--- config.mk ---
export PLATFORM = sky130hd
export DESIGN_NAME = sync_fifo
export DESIGN_NICKNAME = d
export VERILOG_FILES = /design/src/rtl/uart_host_model_sync_fifo.sv
export SDC_FILE = /design/constraint.sdc
export NUM_CORES = 1
export LEC_CHECK = 0
export CAP_MARGIN = 20
export CORE_MARGIN = 1.5
export CORE_UTILIZATION = 35
export DETAILED_ROUTE_END_ITERATION = 12
export GPL_TIMING_DRIVEN = 0
export PLACE_DENSITY_LB_ADDON = 0.08
export SLEW_MARGIN = 40
export SYNTH_ARGS = -nofsm -noshare
export SYNTH_HDL_FRONTEND = slang
export SYNTH_SLANG_ARGS = --single-unit
export TNS_END_PERCENT = 5
--- constraint.sdc ---
create_clock -name clk -period 2.1 [get_ports clk]
set_input_delay 0.315 -clock clk [delete_from_list [all_inputs] [get_ports clk]]
set_output_delay 0.315 -clock clk [all_outputs]
set_load 0.01 [all_outputs]
--- src/rtl/uart_host_model_sync_fifo.sv ---
// First-word-fall-through FIFO with exact occupancy count.
// Pointers carry an extra MSB to tell full from empty.
module sync_fifo #(
  parameter  int W     = 8,
  parameter  int DEPTH = 4,
  localparam int AW    = $clog2(DEPTH)
) (
  input  logic         clk,
  input  logic         rstn,
  input  logic         push,
  input  logic [W-1:0] din,
  input  logic         pop,
  output logic [W-1:0] dout,
  output logic         empty,
  output logic         full,
  output logic [AW:0]  count
);

  logic [W-1:0] mem [DEPTH];
  logic [AW:0]  wptr;
  logic [AW:0]  rptr;
  logic         pop_ok;
  logic         push_ok;

  assign count = wptr - rptr;
  assign empty = (wptr == rptr);
  assign full  = (count == (AW+1)'(DEPTH));
  assign dout  = mem[rptr[AW-1:0]];

  // a pop in the same cycle frees the slot a full push needs
  assign pop_ok  = pop & ~empty;
  assign push_ok = push & (~full | pop_ok);

  always_ff @(posedge clk or negedge rstn) begin
    if (!rstn) begin
      wptr <= '0;
      rptr <= '0;
      for (int i = 0; i < DEPTH; i++)
        mem[i] <= '0;
    end else begin
      if (push_ok) begin
        mem[wptr[AW-1:0]] <= din;
        wptr <= wptr + 1'b1;
      end
      if (pop_ok)
        rptr <= rptr + 1'b1;
    end
  end

endmodule

Yosys cells after proc, flatten, opt, wreduce, memory -nomap -nowiden
Index checks and enable logic that the tools add are counted.
{ "op_classes": {"n_eq_ne": 2, "bitwise_logic": 7, "magnitude_cmp": 3, "mux": 6, "n_addsub": 3, "n_reduce_logical": 1} }
{ "op_table": {"columns": ["operator", "n"], "rows": [
  ["32-bit bitwise mux", 1],
  ["8-bit 2-to-1 mux", 3],
  ["8-bit binary-select mux with 2-bit select", 1],
  ["8-bit demux with 2-bit select", 1],
  ["3-bit by 1-bit adder with 3-bit output (second input constant)", 2],
  ["3-bit >= comparator (second input constant)", 2],
  ["2-bit inverter with 3-bit output", 2],
  ["3-bit equality test", 1],
  ["3-bit equality test (second input constant)", 1],
  ["3-bit by 1-bit less-than comparator with 1-bit output (second input constant)", 1],
  ["3-bit subtractor", 1],
  ["1-bit bitwise AND", 2],
  ["1-bit inverter", 2],
  ["1-bit logical AND", 1],
  ["1-bit OR", 1]
]} }
{ "totals": {"output_inout_bits": 13, "ff_bits": 38, "in_bits": 12, "wordCells": 28} }

Logic depth before layout (Yosys ltp)
{ "depth": {"depth_word": 6, "mapped_depth": 7} }

Worst setup path after synthesis
Ideal clock, no wire load.
{ "synth_timing": {"kind": "register -> register", "start": "register wptr[0]", "end": "register wptr[1]", "period_less_slack_ns": 2.268, "path_buffers": 0, "required_time_ns": 1.975, "setup_time_ns": 0.125, "arrival_ns": 2.143, "slack_ns": -0.168, "stages_incl_launch_ff": 8, "cell_sequence": "dfrtp_1 > inv_1 > ha_1 > fa_1 > xnor3_4 > nor3_4 > a21boi_0 > mux2_2"} }
{ "synth_via": {"elab_chain_len": 5, "elab_cells_between_ends": 9} }
{ "synth_lines": {"columns": ["item", "line", "text"], "rows": [
  ["from (decl)", "20", "logic [AW:0] wptr;"],
  ["from (signal assigned)", "43", "wptr <= wptr + 1'b1;"],
  ["3-bit subtractor", "25", "assign count = wptr - rptr;"],
  ["3-bit equality test", "27", "assign full = (count == (AW+1)'(DEPTH));"],
  ["net full", "15", "output logic full,"],
  ["1-bit inverter", "32", "assign push_ok = push & (~full | pop_ok);"],
  ["1-bit OR", "32", null],
  ["1-bit bitwise AND", "32", null]
]} }
The timed path passes the listed nets, and every way through them passes these cells.
A chain may end at the register's enable or synchronous reset.

Worst setup path in the final report
{ "layout_timing": {"start": "register rptr[0]", "end": "register mem[20] in the netlist's numbering"} }
{ "layout_via": {"elab_chain_len": 5, "elab_cells_between_ends": 8} }
{ "layout_lines": {"columns": ["item", "line", "text"], "rows": [
  ["from (decl)", "21", "logic [AW:0] rptr;"],
  ["from (signal assigned)", "46", "rptr <= rptr + 1'b1;"],
  ["3-bit subtractor or 3-bit equality test (tied branches)", "25, 26", null],
  ["3-bit equality test or 1-bit inverter (tied branches)", "27, 31", null],
  ["1-bit inverter or 1-bit bitwise AND (tied branches)", "32, 31", null],
  ["1-bit OR *", "32", null],
  ["1-bit bitwise AND *", "32", null],
  ["to (signal, indexed assignment)", "42", "mem[wptr[AW-1:0]] <= din;"],
  ["to (decl)", "19", "logic [W-1:0] mem [DEPTH];"]
]} }
Every way passes the cells marked *; elsewhere a longest branch is shown, timed or not.

==> impl_metrics.env <==
export IMPL_die_height_um=75.1
export IMPL_timing_setup_critical_path_class="register to register"
export IMPL_grt_max_degree=39
export IMPL_reg2reg_depth=8
export IMPL_drc_errors=0
export IMPL_first_global_vias=1120
export IMPL_place_hpwl_mm=2.35
export IMPL_ant_nets=0
export IMPL_fin_area_um2=2380
export IMPL_areaGrowthSynthToFinish_pct=30.8
export IMPL_grt_first_pass_wirelength_mm=5.84
export IMPL_syn_inst=117
export IMPL_post_route_period_util_pct=107
export IMPL_worst_endpoint_required_ns=2.26
export IMPL_final_max_slew_violation_count=0
export IMPL_grt_setup_unrepaired="true"
export IMPL_mappedNetlistNets=137
export IMPL_post_dp_cell_area_um2=2140
export IMPL_maxClockFrequency_mhz=443
export IMPL_setup_worst_path_start_class="register"
export IMPL_drive_gt1_share_pct=45.2
export IMPL_route_detailed_vias_per_inst=4.83
export IMPL_cts_path_max_buffers=2
export IMPL_timing_worst_slew_pin_value_ns=0.489
export IMPL_cts_root_buffer="sky130_fd_sc_hd__clkbuf_8"
export IMPL_ctsHoldBuffers=0
export IMPL_n_antenna_cell=0
export IMPL_n_fill_cell=456
export IMPL_clk_pin_slew_worst_paths_ns=0.07
export IMPL_path_cells="ha_2, fa_2, xnor3_4, nor3_4, buf_6, a21oi_4, buf_12, mux2_2"
export IMPL_cts_tree="yes"
export IMPL_io_buffer_count=24
export IMPL_timing_hold_violations_final=14
export IMPL_number_of_antenna_violations_at_the_first_check_in_global_routing=0
export IMPL_critPathCaptureType="register"
export IMPL_place_ws_ns=-0.633
export IMPL_mappedNetlistArea_um2=1820
export IMPL_worst_path_max_fanout=8
export IMPL_die_w_um=75.1
export IMPL_boundaryPins=25
export IMPL_post_synth_cell_area_avg_um2=15.5
export IMPL_final_util_pct=47.2
export IMPL_maxSlewHeadroom_pct=67.3
export IMPL_clock_sink_count=38
export IMPL_final_net_count=177
export IMPL_floorplan_initialDensity_pct=36.1
export IMPL_setup_viol=42
export IMPL_synth_top_area_share_pct=52.3
export IMPL_reg2reg_to="mem[20]"
export IMPL_fin_ws_ns=-0.157
export IMPL_yosys_register_bits=38
export IMPL_whs_ns=-0.0162
export IMPL_fin_setup_tns_ns=-5.34
export IMPL_synth_sequential_area_ratio_pct=52.3
export IMPL_gp_congestion=0.708
export IMPL_dr_first_iter_drc_count=35
export IMPL_finalClockSkew_ns=0.00524
export IMPL_clk_insertion_delay_late_ns=0.28
export IMPL_drt_total_wl_mm=3.69
export IMPL_cts_max_level=2
export IMPL_critical_path_max_stage_delay_ns=0.41
export IMPL_groute_usage_overall_pct=14.7
export IMPL_worst_path_max_delay_cell="sky130_fd_sc_hd__dfrtp_1"
export IMPL_die_area_um2=5640
export IMPL_power_static_leakage_nw=1.00
export IMPL_pwr_density_cell_nw_per_um2=1820
export IMPL_first_pass_iters=4
export IMPL_synth_warning_count=0
export IMPL_globalRouteOverflowTotal=0
export IMPL_ir_drop_mv=0.668
export IMPL_holdCritPathClass="input pin to async pin"
export IMPL_violations="negative hold slack, negative setup slack"
export IMPL_synthDominantAreaCellType="sky130_fd_sc_hd__dfrtp_1"
export IMPL_num_vias=1097
export IMPL_critical_path_reg2reg_startpoint="rptr[0]"
export IMPL_regToRegSetupSlack_ns=-0.16
export IMPL_drv_max_cap_violation_count=0
export IMPL_worst_ep_arrival_time_ns=2.42
export IMPL_floorplan_rows=26
export IMPL_wire_per_inst_um=16.2
export IMPL_yosysUniqueCellTypes=16
export IMPL_post_synth_main_area_contributors="sky130_fd_sc_hd__dfrtp_1 52%, sky130_fd_sc_hd__mux2_2 21%, sky130_fd_sc_hd__mux4_2 9.9%"
export IMPL_floorplan_core_area_um2=5040
export IMPL_status="finished, violations left"
export IMPL_final_min_clock_period_ns=2.26
export IMPL_cts_buffers=5
[critical path: cells and delay by family (launching register included)]
family | cells | cell delay (ns)
DFF | 1 | 0.41
muxes | 1 | 0.27
AOI/OAI and AO/OA | 1 | 0.07
xor gates and xnor gates | 1 | 0.35
adders and majority gates | 2 | 0.52
and+or+nand+nor | 1 | 0.16
buffers and inverters | 2 | 0.35
[through the flow]
| stage | cells | power [mW] |
|---|---|---|
| 2_1_floorplan | 117 | 2.74 |
| 3_3_place_gp | 211 | 3.56 |
| 3_5_place_dp | 211 | 3.63 |
| 4_1_cts | 224 | 4.29 |
| 5_1_grt | 227 | 4.63 |
| 6_report | 227 | 4.33 |
[flip-flops by register name (all words and copies together), names as in the netlist]
register  flops
mem          32
rptr          3
wptr          3
[how the worst max path moves through the flow]
stage	cells past startpoint	from	to
finish	8	rptr[0]	mem[20]
global route	8	rptr[0]	mem[18]
CTS	3	rptr[0]	dout[4]
detailed placement	7	rptr[1]	mem[2]
global placement	7	rptr[1]	mem[7]
floorplan	7	wptr[0]	wptr[1]
[placed cells by master (no fill, tap or decap), drive strengths merged]
cell type	synthesis	layout
dfrtp	38	38
o21ai	1	1
nand2	5	5
clkbuf	2	7
xor2	3	3
nor2	2	2
inv	7	7
xnor2	2	2
ha	7	7
buf	0	13
clkdlybuf4s50	0	19
xnor3	1	1
mux2	34	34
a21oi	4	5
clkdlybuf4s15	0	1
nor3	1	1
fa	1	1
mux4	8	8
a21boi	1	1
dlygate4sd2	0	1
[cell families after synthesis]
| family | after synthesis | synth area share [%] |
|---|---|---|
| muxes | 42 | 30.9 |
| xor gates and xnor gates | 6 | 3.85 |
| DFF | 38 | 52.3 |
| AOI/OAI and AO/OA | 6 | 2.82 |
| buffers and inverters | 9 | 1.86 |
| and+or+nand+nor | 8 | 2.34 |
| adders and majority gates | 8 | 5.91 |
[cell usage after synthesis]
cell type / number
sky130_fd_sc_hd__xnor3_4: 1
sky130_fd_sc_hd__ha_1: 7
sky130_fd_sc_hd__nor2_1: 2
sky130_fd_sc_hd__a21boi_0: 1
sky130_fd_sc_hd__fa_1: 1
sky130_fd_sc_hd__nor3_4: 1
sky130_fd_sc_hd__xor2_1: 3
sky130_fd_sc_hd__clkbuf_1: 2
sky130_fd_sc_hd__o21ai_2: 1
sky130_fd_sc_hd__nand2_1: 5
sky130_fd_sc_hd__inv_1: 7
sky130_fd_sc_hd__xnor2_1: 2
sky130_fd_sc_hd__a21oi_2: 4
sky130_fd_sc_hd__mux4_2: 8
sky130_fd_sc_hd__dfrtp_1: 38
sky130_fd_sc_hd__mux2_2: 34
[report_power, final]
group          switching [mW]  internal (mW)
combinational            1.09           1.46
clock                   0.227          0.228
sequential              0.211           1.12
[timing repair]
item,in CTS,in global routing
resized for setup,26,6
setup endpoints to repair,50,47
gates cloned,1,0
pin swaps,3,5
setup buffers,5,3
[metal layers]
metal  part of all wire [%]  GRT usage [%]  vias up
met5                      0              0        -
met4                   0.95           4.24        0
met3                    4.1           4.15        5
met2                     49           23.3       23
met1                     46           19.9      574
li1                       -              -      495
[layout make-up]
| type | instances | area, um^2 | share of cell area, % |
|---|---|---|---|
| Buffer | 2 | 26.3 | 1.10 |
| Clock buffer | 7 | 76.3 | 3.21 |
| Inverter | 7 | 26.3 | 1.10 |
| Multi-Input combinational cell | 71 | 890 | 37.4 |
| Sequential cell | 38 | 951 | 40.0 |
| Tap cell | 70 | 87.6 | 3.68 |
| Timing Repair Buffer | 32 | 323 | 13.6 |
(Power assumes the default switching activity.)
